## src/rtl/gpio_ascii_receiver.sv

```systemverilog
// gpio_ascii_receiver
//   Takes ASCII characters from a MicroBlaze GPIO output word using a
//   toggle request/ack handshake, queues them in a FIFO, and presents
//   the FIFO head to a downstream consumer.
//
// Handshake rules:
//   - GPIO side: software writes byte [7:0] and inverts bit [8] in a single
//     write. A request is pending while the registered bit [8] differs from
//     ack. Ack (status[0]) follows bit [8] once the byte has been written.
//   - Consumer side: char_out/char_valid follow strict valid/ready rules.
//     A character is consumed on a clock edge where char_valid and
//     char_ready are both 1. char_out stays stable while char_valid is 1
//     and char_ready is 0.
//
// Ports:
//   clk           100 MHz clock, shared with the GPIO.
//   reset_rtl_0   asynchronous, active-low reset.
//   gpio_tx_word  [7:0] byte, [8] request toggle, [9] flush level.
//   gpio_status   [0] ack, [1] full, [2] empty, [3] protocol_err (sticky),
//                 [4] busy (WAIT_SPACE), [10:5] occupancy,
//                 [10+COUNT_W:11] accepted count.
//   char_out      head-of-FIFO character (registered).
//   char_valid    char_out holds a valid character (registered).
//   char_ready    the consumer accepts char_out.
module gpio_ascii_receiver #(
  parameter int DEPTH   = 16,
  parameter int COUNT_W = 12
) (
  input  logic        clk,
  input  logic        reset_rtl_0,
  input  logic [31:0] gpio_tx_word,
  output logic [31:0] gpio_status,
  output logic [7:0]  char_out,
  output logic        char_valid,
  input  logic        char_ready
);

  localparam int AW = $clog2(DEPTH);
  localparam int OW = AW + 1;

  typedef enum logic {IDLE, WAIT_SPACE} state_t;

  state_t             state_q, state_d;
  logic               req_q, req_d;
  logic               ack_q, ack_d;
  logic               perr_q, perr_d;
  logic [7:0]         hold_q, hold_d;
  logic [COUNT_W-1:0] count_q, count_d;
  logic [OW-1:0]      occ_q, occ_d;
  logic [AW-1:0]      rd_q, rd_d;
  logic [AW-1:0]      wr_q, wr_d;
  logic [7:0]         char_out_q, char_out_d;
  logic               char_valid_q, char_valid_d;
  logic [7:0]         mem_q [DEPTH];

  logic          flush, full, empty, push, pop;
  logic [7:0]    push_data;
  logic [OW-1:0] occ_after_pop;

  assign flush = gpio_tx_word[9];
  assign full  = (occ_q == OW'(DEPTH));
  assign empty = (occ_q == '0);

  always_comb begin
    state_d       = state_q;
    req_d         = gpio_tx_word[8];
    ack_d         = ack_q;
    perr_d        = perr_q;
    hold_d        = hold_q;
    count_d       = count_q;
    occ_d         = occ_q;
    rd_d          = rd_q;
    wr_d          = wr_q;
    char_out_d    = char_out_q;
    char_valid_d  = char_valid_q;
    push          = 1'b0;
    pop           = 1'b0;
    push_data     = gpio_tx_word[7:0];
    occ_after_pop = occ_q;

    if (flush) begin
      // Flush wins over everything; ack tracks the live toggle so a pending
      // request completes without a write.
      state_d      = IDLE;
      ack_d        = gpio_tx_word[8];
      perr_d       = 1'b0;
      hold_d       = 8'h00;
      occ_d        = '0;
      rd_d         = '0;
      wr_d         = '0;
      char_valid_d = 1'b0;
    end else begin
      pop = char_valid_q && char_ready;

      // Full is sampled before any same-cycle pop, so a request that meets
      // a full FIFO always defers to WAIT_SPACE.
      case (state_q)
        IDLE: begin
          if (req_q != ack_q) begin
            if (!full) begin
              push    = 1'b1;
              ack_d   = req_q;
              count_d = count_q + COUNT_W'(1);
            end else begin
              hold_d  = gpio_tx_word[7:0];
              state_d = WAIT_SPACE;
            end
          end
        end
        WAIT_SPACE: begin
          // The toggle returning to ack while waiting means software issued
          // a second request. Completing with ack = req_q discards it.
          if (req_q == ack_q) perr_d = 1'b1;
          if (!full) begin
            push      = 1'b1;
            push_data = hold_q;
            ack_d     = req_q;
            count_d   = count_q + COUNT_W'(1);
            state_d   = IDLE;
          end
        end
        default: state_d = IDLE;
      endcase

      if (pop)  rd_d = rd_q + AW'(1);
      if (push) wr_d = wr_q + AW'(1);
      occ_after_pop = occ_q - OW'(pop);
      occ_d         = occ_after_pop + OW'(push);

      // Registered head: a byte written into an otherwise empty FIFO
      // becomes the head directly; otherwise read the new head slot.
      char_valid_d = (occ_d != '0);
      if (push && (occ_after_pop == '0)) char_out_d = push_data;
      else if (occ_after_pop != '0)      char_out_d = mem_q[rd_d];
    end
  end

  always_ff @(posedge clk or negedge reset_rtl_0) begin
    if (!reset_rtl_0) begin
      state_q      <= IDLE;
      req_q        <= 1'b0;
      ack_q        <= 1'b0;
      perr_q       <= 1'b0;
      hold_q       <= 8'h00;
      count_q      <= '0;
      occ_q        <= '0;
      rd_q         <= '0;
      wr_q         <= '0;
      char_out_q   <= 8'h00;
      char_valid_q <= 1'b0;
    end else begin
      state_q      <= state_d;
      req_q        <= req_d;
      ack_q        <= ack_d;
      perr_q       <= perr_d;
      hold_q       <= hold_d;
      count_q      <= count_d;
      occ_q        <= occ_d;
      rd_q         <= rd_d;
      wr_q         <= wr_d;
      char_out_q   <= char_out_d;
      char_valid_q <= char_valid_d;
    end
  end

  // Storage needs no reset; the occupancy and pointers qualify it.
  always_ff @(posedge clk) begin
    if (push) mem_q[wr_q] <= push_data;
  end

  always_comb begin
    gpio_status                 = '0;
    gpio_status[0]              = ack_q;
    gpio_status[1]              = full;
    gpio_status[2]              = empty;
    gpio_status[3]              = perr_q;
    gpio_status[4]              = (state_q == WAIT_SPACE);
    gpio_status[10:5]           = 6'(occ_q);
    gpio_status[10+COUNT_W:11]  = count_q;
  end

  assign char_out   = char_out_q;
  assign char_valid = char_valid_q;

endmodule

```

## config.mk

```make
export PLATFORM = sky130hd
export DESIGN_NAME = gpio_ascii_receiver
export DESIGN_NICKNAME = d
export VERILOG_FILES = /design/src/rtl/gpio_ascii_receiver.sv
export SDC_FILE = /design/constraint.sdc
export NUM_CORES = 1
export LEC_CHECK = 0
export ABC_CLOCK_PERIOD_IN_PS = 3750
export BUFFER_PORTS_ARGS = -buffer_cell sky130_fd_sc_hd__buf_2
export CORE_UTILIZATION = 48
export CTS_CLUSTER_SIZE = 24
export DETAILED_ROUTE_END_ITERATION = 6
export PLACE_DENSITY_LB_ADDON = 0.25
export SLEW_MARGIN = 20
export SYNTH_ARGS = -nofsm -noshare
export SYNTH_HDL_FRONTEND = slang
export SYNTH_SLANG_ARGS = --single-unit
```

## constraint.sdc

```tcl
create_clock -name clk -period 3.75 [get_ports clk]
set_clock_uncertainty 0.15 [all_clocks]
set_input_delay 1.125 -clock clk [delete_from_list [all_inputs] [get_ports clk]]
set_output_delay 1.125 -clock clk [all_outputs]
set_load 0.005 [all_outputs]
```

==> results of run 1 <==
==> stage by stage <==
step | total power, mW | instances
2_1_floorplan | 3.90 | 779
3_3_place_gp | 4.47 | 1016
3_5_place_dp | 4.59 | 1016
4_1_cts | 6.50 | 1048
5_1_grt | 6.85 | 1048
6_report | 6.53 | 1048
==> worst min path at each step <==
stage | from | to | slack [ns]
final | count_q[11]$_DFFE_PN0P_ | count_q[11]$_DFFE_PN0P_ | 0.31
after floorplan | perr_q$_DFFE_PN0P_ | perr_q$_DFFE_PN0P_ | 0.31
after CTS | count_q[11]$_DFFE_PN0P_ | count_q[11]$_DFFE_PN0P_ | 0.32
after global routing | count_q[11]$_DFFE_PN0P_ | count_q[11]$_DFFE_PN0P_ | 0.35
after detailed placement | count_q[11]$_DFFE_PN0P_ | count_q[11]$_DFFE_PN0P_ | 0.31
after global placement | count_q[11]$_DFFE_PN0P_ | count_q[11]$_DFFE_PN0P_ | 0.30
==> synth_stat cells (12+ instances only) <==
cell      number  share of area
a21oi_1       20          0.011
a311oi_1      24          0.024
buf_2         25          0.014
buf_4         20          0.017
clkbuf_1      24          0.010
dfrtp_1       46           0.13
edfxtp_1     128           0.44
inv_1         21         0.0090
nand2_1       19         0.0081
nand2b_1      30          0.021
nand3_1       28          0.016
nor2_1        61          0.026
nor2b_1       27          0.019
nor3_1        65          0.037
nor4_1        25          0.018
o211ai_1      24          0.020
o21ai_0       12         0.0068
o22ai_1       24          0.017
==> flip-flops by register name, summed over array words and instances (netlist names), 4 cells and up <==
| name | cells |
|---|---|
| char_out | 8 |
| count_q | 12 |
| hold_q | 8 |
| mem_q | 128 |
| occ_q | 5 |
| rd_q | 4 |
| wr_q | 4 |
==> metal layers <==
layer,part of all wire,up-vias
met5,0,-
met4,0.024,0
met3,0.078,49
met2,0.50,302
met1,0.40,3281
li1,-,2971
==> power breakdown <==
part           switching [mW]  total [mW]  internal [mW]
sequential              0.206        2.44           2.23
clock                   0.764        1.93           1.16
combinational            1.35        2.17          0.816
total                    2.32        6.53           4.21
==> final cells by class <==
class | count | share of cell area
Clock buffer | 25 | 0.0584
Clock inverter | 7 | 0.00792
Sequential cell | 174 | 0.502
Tap cell | 229 | 0.0288
Inverter | 22 | 0.00830
Multi-Input combinational cell | 512 | 0.340
Timing Repair Buffer | 79 | 0.0538
==> critical path: stages <==
cell,delay [ns]
buf_2,0.13
nand2_4,0.07
inv_2,0.10
ha_1,0.24
ha_1,0.24
xnor2_1,0.16
nor3b_1,0.14
and3_1,0.26
nor3b_2,0.51
o21ai_0,0.38
o2111ai_1,0.19
==> cells in the final DEF (no fill, tap or decap), types with 12 or more instances in the layout <==
| master | count |
|---|---|
| a21oi_1 | 20 |
| a311oi_1 | 24 |
| buf_2 | 43 |
| buf_4 | 32 |
| clkbuf_16 | 22 |
| dfrtp_1 | 44 |
| edfxtp_1 | 128 |
| inv_1 | 21 |
| nand2_1 | 19 |
| nand2b_1 | 30 |
| nand3_1 | 28 |
| nor2_1 | 61 |
| nor2b_1 | 27 |
| nor3_1 | 65 |
| nor4_1 | 25 |
| o211ai_1 | 24 |
| o21ai_0 | 12 |
| o22ai_1 | 24 |
==> logic make-up after synthesis <==
| kind of cell | count (synthesis) | synth area share |
|---|---|---|
| adders and majority gates | 10 | 0.0142 |
| other | 1 | 0.000426 |
| DFF | 174 | 0.567 |
| muxes | 18 | 0.0217 |
| and+or+nand+nor | 289 | 0.180 |
| buffers and inverters | 93 | 0.0529 |
| AOI/OAI and AO/OA | 160 | 0.134 |
| xor gates and xnor gates | 25 | 0.0291 |
==> reports/qor.txt, run 1 <==
Syn. warnings: 0
peak supply drop: 0.000367 V
post-place setup slack: 0.0226 ns
fin util: 0.554
# fillers: 1460
clock root buffer: clkbuf_16
asr flop ratio synth: 0.264
post-CTS resize count: 0
post-placement cell area: 0.00929 mm2
hold crit path type: reg2reg
first-pass GRT wire length: 35.0 mm
status: completed
nets: 851
Mapped Cells: 770
GRT overflow: 0
Worst Setup SP: char_ready
detail-routed net length per standard cell: 21.8 um
ANT nets after route: 0
reg2reg start: char_valid$_DFF_PN0_
setup bufs post-CTS: 0
fraction of layout cells with a size suffix above 1: 0.176
WL final: 22.9 mm
crit end category: flop
GR Util met2: 0.409
detailed placement HPWL: 14.4 mm
Port Buffers: 43
die area: 0.0189 mm2
gpl congestion: 0.825
Worst Reg2Reg Path Length in Cells: 10
RSZ-0062 raised after global routing: no
post-route clock period utilization: 0.896
number of antenna repair diodes: 0
largest net degree at the start of global routing: 68
final setup fails: 0
Die Y: 137 um
Clock transition at path regs: 0.07 ns
core area: 0.0180 mm2
CTS Sinks: 174
Initial DRC Count: 608
power density over the cells: 656 mW/mm2
Max Cap Violations: 0
P&R area growth vs syn: 13.1%
Ports: 76
Worst Path Max Fanout: 8
met3 Resource Use GR: 0.0596
worst-skew pair later-pin latency: 0.43 ns
die span in x: 137 um
WHS: 0.311 ns
Final WS setup: 0.390 ns
CTS tree: built
initial core utilization: 0.490
H-tree levels: 4
Critical path destination: char_out[3]$_DFFE_PN0P_
Hold Crit Depth: 1
Slew HR: 0.459
synth unique cells: 56
hold_buf cts: 0
Post-route DRC: 0
final hold viol count: 0
met1 Use GR: 0.321
num rows: 49
Reg area: 0.00500 mm2
total CTS buffers: 17
Multi-input gate area: 0.00339 mm2
CP required: 3.94 ns
CP startpoint kind: input pin
CP arrival: 3.55 ns
sequential cell area fraction in the yosys report: 0.567
Netlist Area Pre-Place: 0.00880 mm2
worst-margin pin slew: 0.812 ns
kind of critical path: in2reg
clock buffer depth: 2
setup TNS: 0 ns
Total Routing Usage GR: 0.252
Slew Limit Fails: 0
via count: 6603
FF-to-FF End: char_out[3]$_DFFE_PN0P_
Syn Area/Cell: 11.4 um2
vias in the first global route: 6447
Via density: 6.30
grt peak-use layer: met2
Tmin final: 3.36 ns
flops & latches, synth: 174
Synth Flop Type: edfxtp_1
Pleak: 3.57 nW
EDFF count, synth: 128
antenna violations before repair: 0
Reg2Reg Setup Slack: 0.52 ns
post-route cell area: 0.00995 mm2
fmax: 0.298 GHz
First-pass DRT Iterations: 5
Power figures use the tool's default switching activity.
==> run 2, diff against run 1 <==
--- a/config.mk
+++ b/config.mk
@@ -8,6 +8,7 @@
 export ABC_CLOCK_PERIOD_IN_PS = 3750
 export BUFFER_PORTS_ARGS = -buffer_cell sky130_fd_sc_hd__buf_2
 export CORE_UTILIZATION = 48
+export CTS_BUF_LIST = sky130_fd_sc_hd__clkbuf_2 sky130_fd_sc_hd__clkbuf_4 sky130_fd_sc_hd__clkbuf_8
 export CTS_CLUSTER_SIZE = 24
 export DETAILED_ROUTE_END_ITERATION = 6
 export PLACE_DENSITY_LB_ADDON = 0.25
==> run 2 against run 1 <==
Worst setup slack worse by 0.014 ns. Clock power down 17%. Combinational power is essentially flat. Count of clock-buffer cells in the layout fell by 5. First-iteration DRC count grew 5.6%. Utilization decreased by 0.91 points. Non-clock buffer count unchanged. Critical path type unchanged.
==> reports/qor.txt, run 2 (same netlist as run 1, synthesis figures left out) <==
post-CTS resize count: 0 (unchanged)
CP required: 3.98 ns (+0.04 ns)
CTS Sinks: 174 (unchanged)
GRT overflow: 0 (unchanged)
die area: 0.0189 mm2 (unchanged)
worst-skew pair later-pin latency: 0.47 ns (+0.04 ns)
setup bufs post-CTS: 0 (unchanged)
RSZ-0062 raised after global routing: no
core area: 0.0180 mm2 (unchanged)
setup TNS: 0 ns (unchanged)
Tmin final: 3.37 ns (+0.0143 ns)
antenna violations before repair: 0 (unchanged)
Sw Share: 0.362 (+0.00650)
total power: 6.21 mW (-5.0%)
Clock transition at path regs: 0.10 ns (+0.03 ns)
initial core utilization: 0.490 (unchanged)
gpl congestion: 0.825 (unchanged)
num rows: 49 (unchanged)
commonest cells after routing, fill and taps aside: edfxtp_1 (128), nor3_1 (65), nor2_1 (61), dfrtp_1 (44), buf_2 (43)
H-tree levels: 4 (unchanged)
number of antenna repair diodes: 0 (unchanged)
post-placement cell area: 0.00929 mm2 (unchanged)
status: completed
Top Registers: mem_q: 128 flops, count_q: 12 flops
detailed placement HPWL: 14.4 mm (unchanged)
crit end category: flop
vias in the first global route: 6373 (-1.1%)
clock buffer depth: 2 (unchanged)
final hold viol count: 0 (unchanged)
power density over the cells: 634 mW/mm2 (-3.4%)
largest net degree at the start of global routing: 68 (unchanged)
detail-routed net length per standard cell: 21.6 um (-1.1%)
CP startpoint kind: input pin
Slew Limit Fails: 0 (unchanged)
Reg area: 0.00500 mm2 (unchanged)
hold_buf cts: 0 (unchanged)
max FFs per register: 128 (unchanged)
Multi-input gate area: 0.00339 mm2 (unchanged)
first-pass GRT wire length: 34.5 mm (-1.3%)
fmax: 0.296 GHz (-0.42%)
First-pass DRT Iterations: 6 (+1)
CTS tree: built
Total Routing Usage GR: 0.247 (-0.00446)
Initial DRC Count: 642 (+5.6%)
hold crit path type: reg2reg
P&R area growth vs syn: 11.2%
peak supply drop: 0.000391 V (+6.5%)
Largest Register: mem_q
CP arrival: 3.60 ns (+0.05 ns)
Slew HR: 0.451 (-0.00776)
worst-margin pin slew: 0.824 ns (+0.0116 ns)
register share of total power: 0.393 (+0.020)
WHS: 0.316 ns (+0.00421 ns)
post-route cell area: 0.00979 mm2 (-1.6%)
Die Y: 137 um (unchanged)
Port Buffers: 43 (unchanged)
Pleak: 3.50 nW (-2.1%)
Post-route DRC: 0 (unchanged)
die span in x: 137 um (unchanged)
total net switching power: 2.25 mW (-3.3%)
post-route clock period utilization: 0.900 (+0.00380)
Reg2Reg Setup Slack: 0.47 ns (-0.05 ns)
clock share of power: 0.259 (-0.036)
nets: 851 (unchanged)
via count: 6584 (-0.29%)
clock root buffer: clkbuf_8
Comb pwr share: 0.348 (+0.016)
final setup fails: 0 (unchanged)
Ports: 76 (unchanged)
ANT nets after route: 0 (unchanged)
most common cell after layout, fill and taps aside: edfxtp_1
Via density: 6.28 (-0.29%)
WL final: 22.6 mm (-1.1%)
# fillers: 1477 (+1.2%)
total CTS buffers: 17 (unchanged)
kind of critical path: in2reg
fraction of layout cells with a size suffix above 1: 0.177 (+0.00122)
Worst Path Max Fanout: 8 (unchanged)
Pint: 3.96 mW (-6.0%)
Max Cap Violations: 0 (unchanged)
-- run 2: per-stage QoR --
step,setup slack [ns],utilization,cells
2_1_floorplan,0.309,-,779
3_3_place_gp,-0.0126,0.517,1016
3_5_place_dp,0.0226,0.517,1016
4_1_cts,0.507,0.545,1048
5_1_grt,0.284,0.545,1048
6_report,0.376,0.545,1048
-- run 2: final cells by class --
class	instances	area share
well taps	229	0.0293
inverters	22	0.00843
clock buffers	20	0.0275
repair buffers	79	0.0547
multi-input cells	512	0.346
clock inverters	12	0.0234
flip-flops and latches	174	0.511
-- run 2: power by group through the flow --
stage / Combinational (mW) / Clock (mW) / Sequential (mW)
2_1_floorplan: 1.49 / 0 / 2.41
3_3_place_gp: 2.01 / 0 / 2.46
3_5_place_dp: 2.11 / 0 / 2.47
4_1_cts: 2.12 / 1.63 / 2.43
5_1_grt: 2.35 / 1.71 / 2.46
6_report: 2.16 / 1.61 / 2.44
-- run 2: worst paths after layout --
path | start | to | depth (start not counted)
max in group asynchronous | reset_rtl_0 | count_q[1]$_DFFE_PN0P_ | 2
max reg2reg | char_valid$_DFF_PN0_ | char_out[3]$_DFFE_PN0P_ | 10
min reg2reg | count_q[11]$_DFFE_PN0P_ | count_q[11]$_DFFE_PN0P_ | 1
min in group asynchronous | reset_rtl_0 | req_q$_DFF_PN0_ | 1
max | char_ready | char_out[3]$_DFFE_PN0P_ | 11
min | count_q[11]$_DFFE_PN0P_ | count_q[11]$_DFFE_PN0P_ | 1
-- run 2: worst max-delay path, stage by stage --
cell and delay (ns):
buf_2 0.13, nand2_4 0.07, inv_2 0.10, ha_1 0.24, ha_1 0.24, xnor2_1 0.16, nor3b_1 0.14, and3_1 0.26
nor3b_2 0.54, o21ai_0 0.40, o2111ai_1 0.20
-- run 2: metal layers --
layer | wire, um | global-route usage
met3 | 1590 | 0.0541
met1 | 9260 | 0.315
met2 | 11200 | 0.404
met5 | 0 | 0
met4 | 591 | 0.109
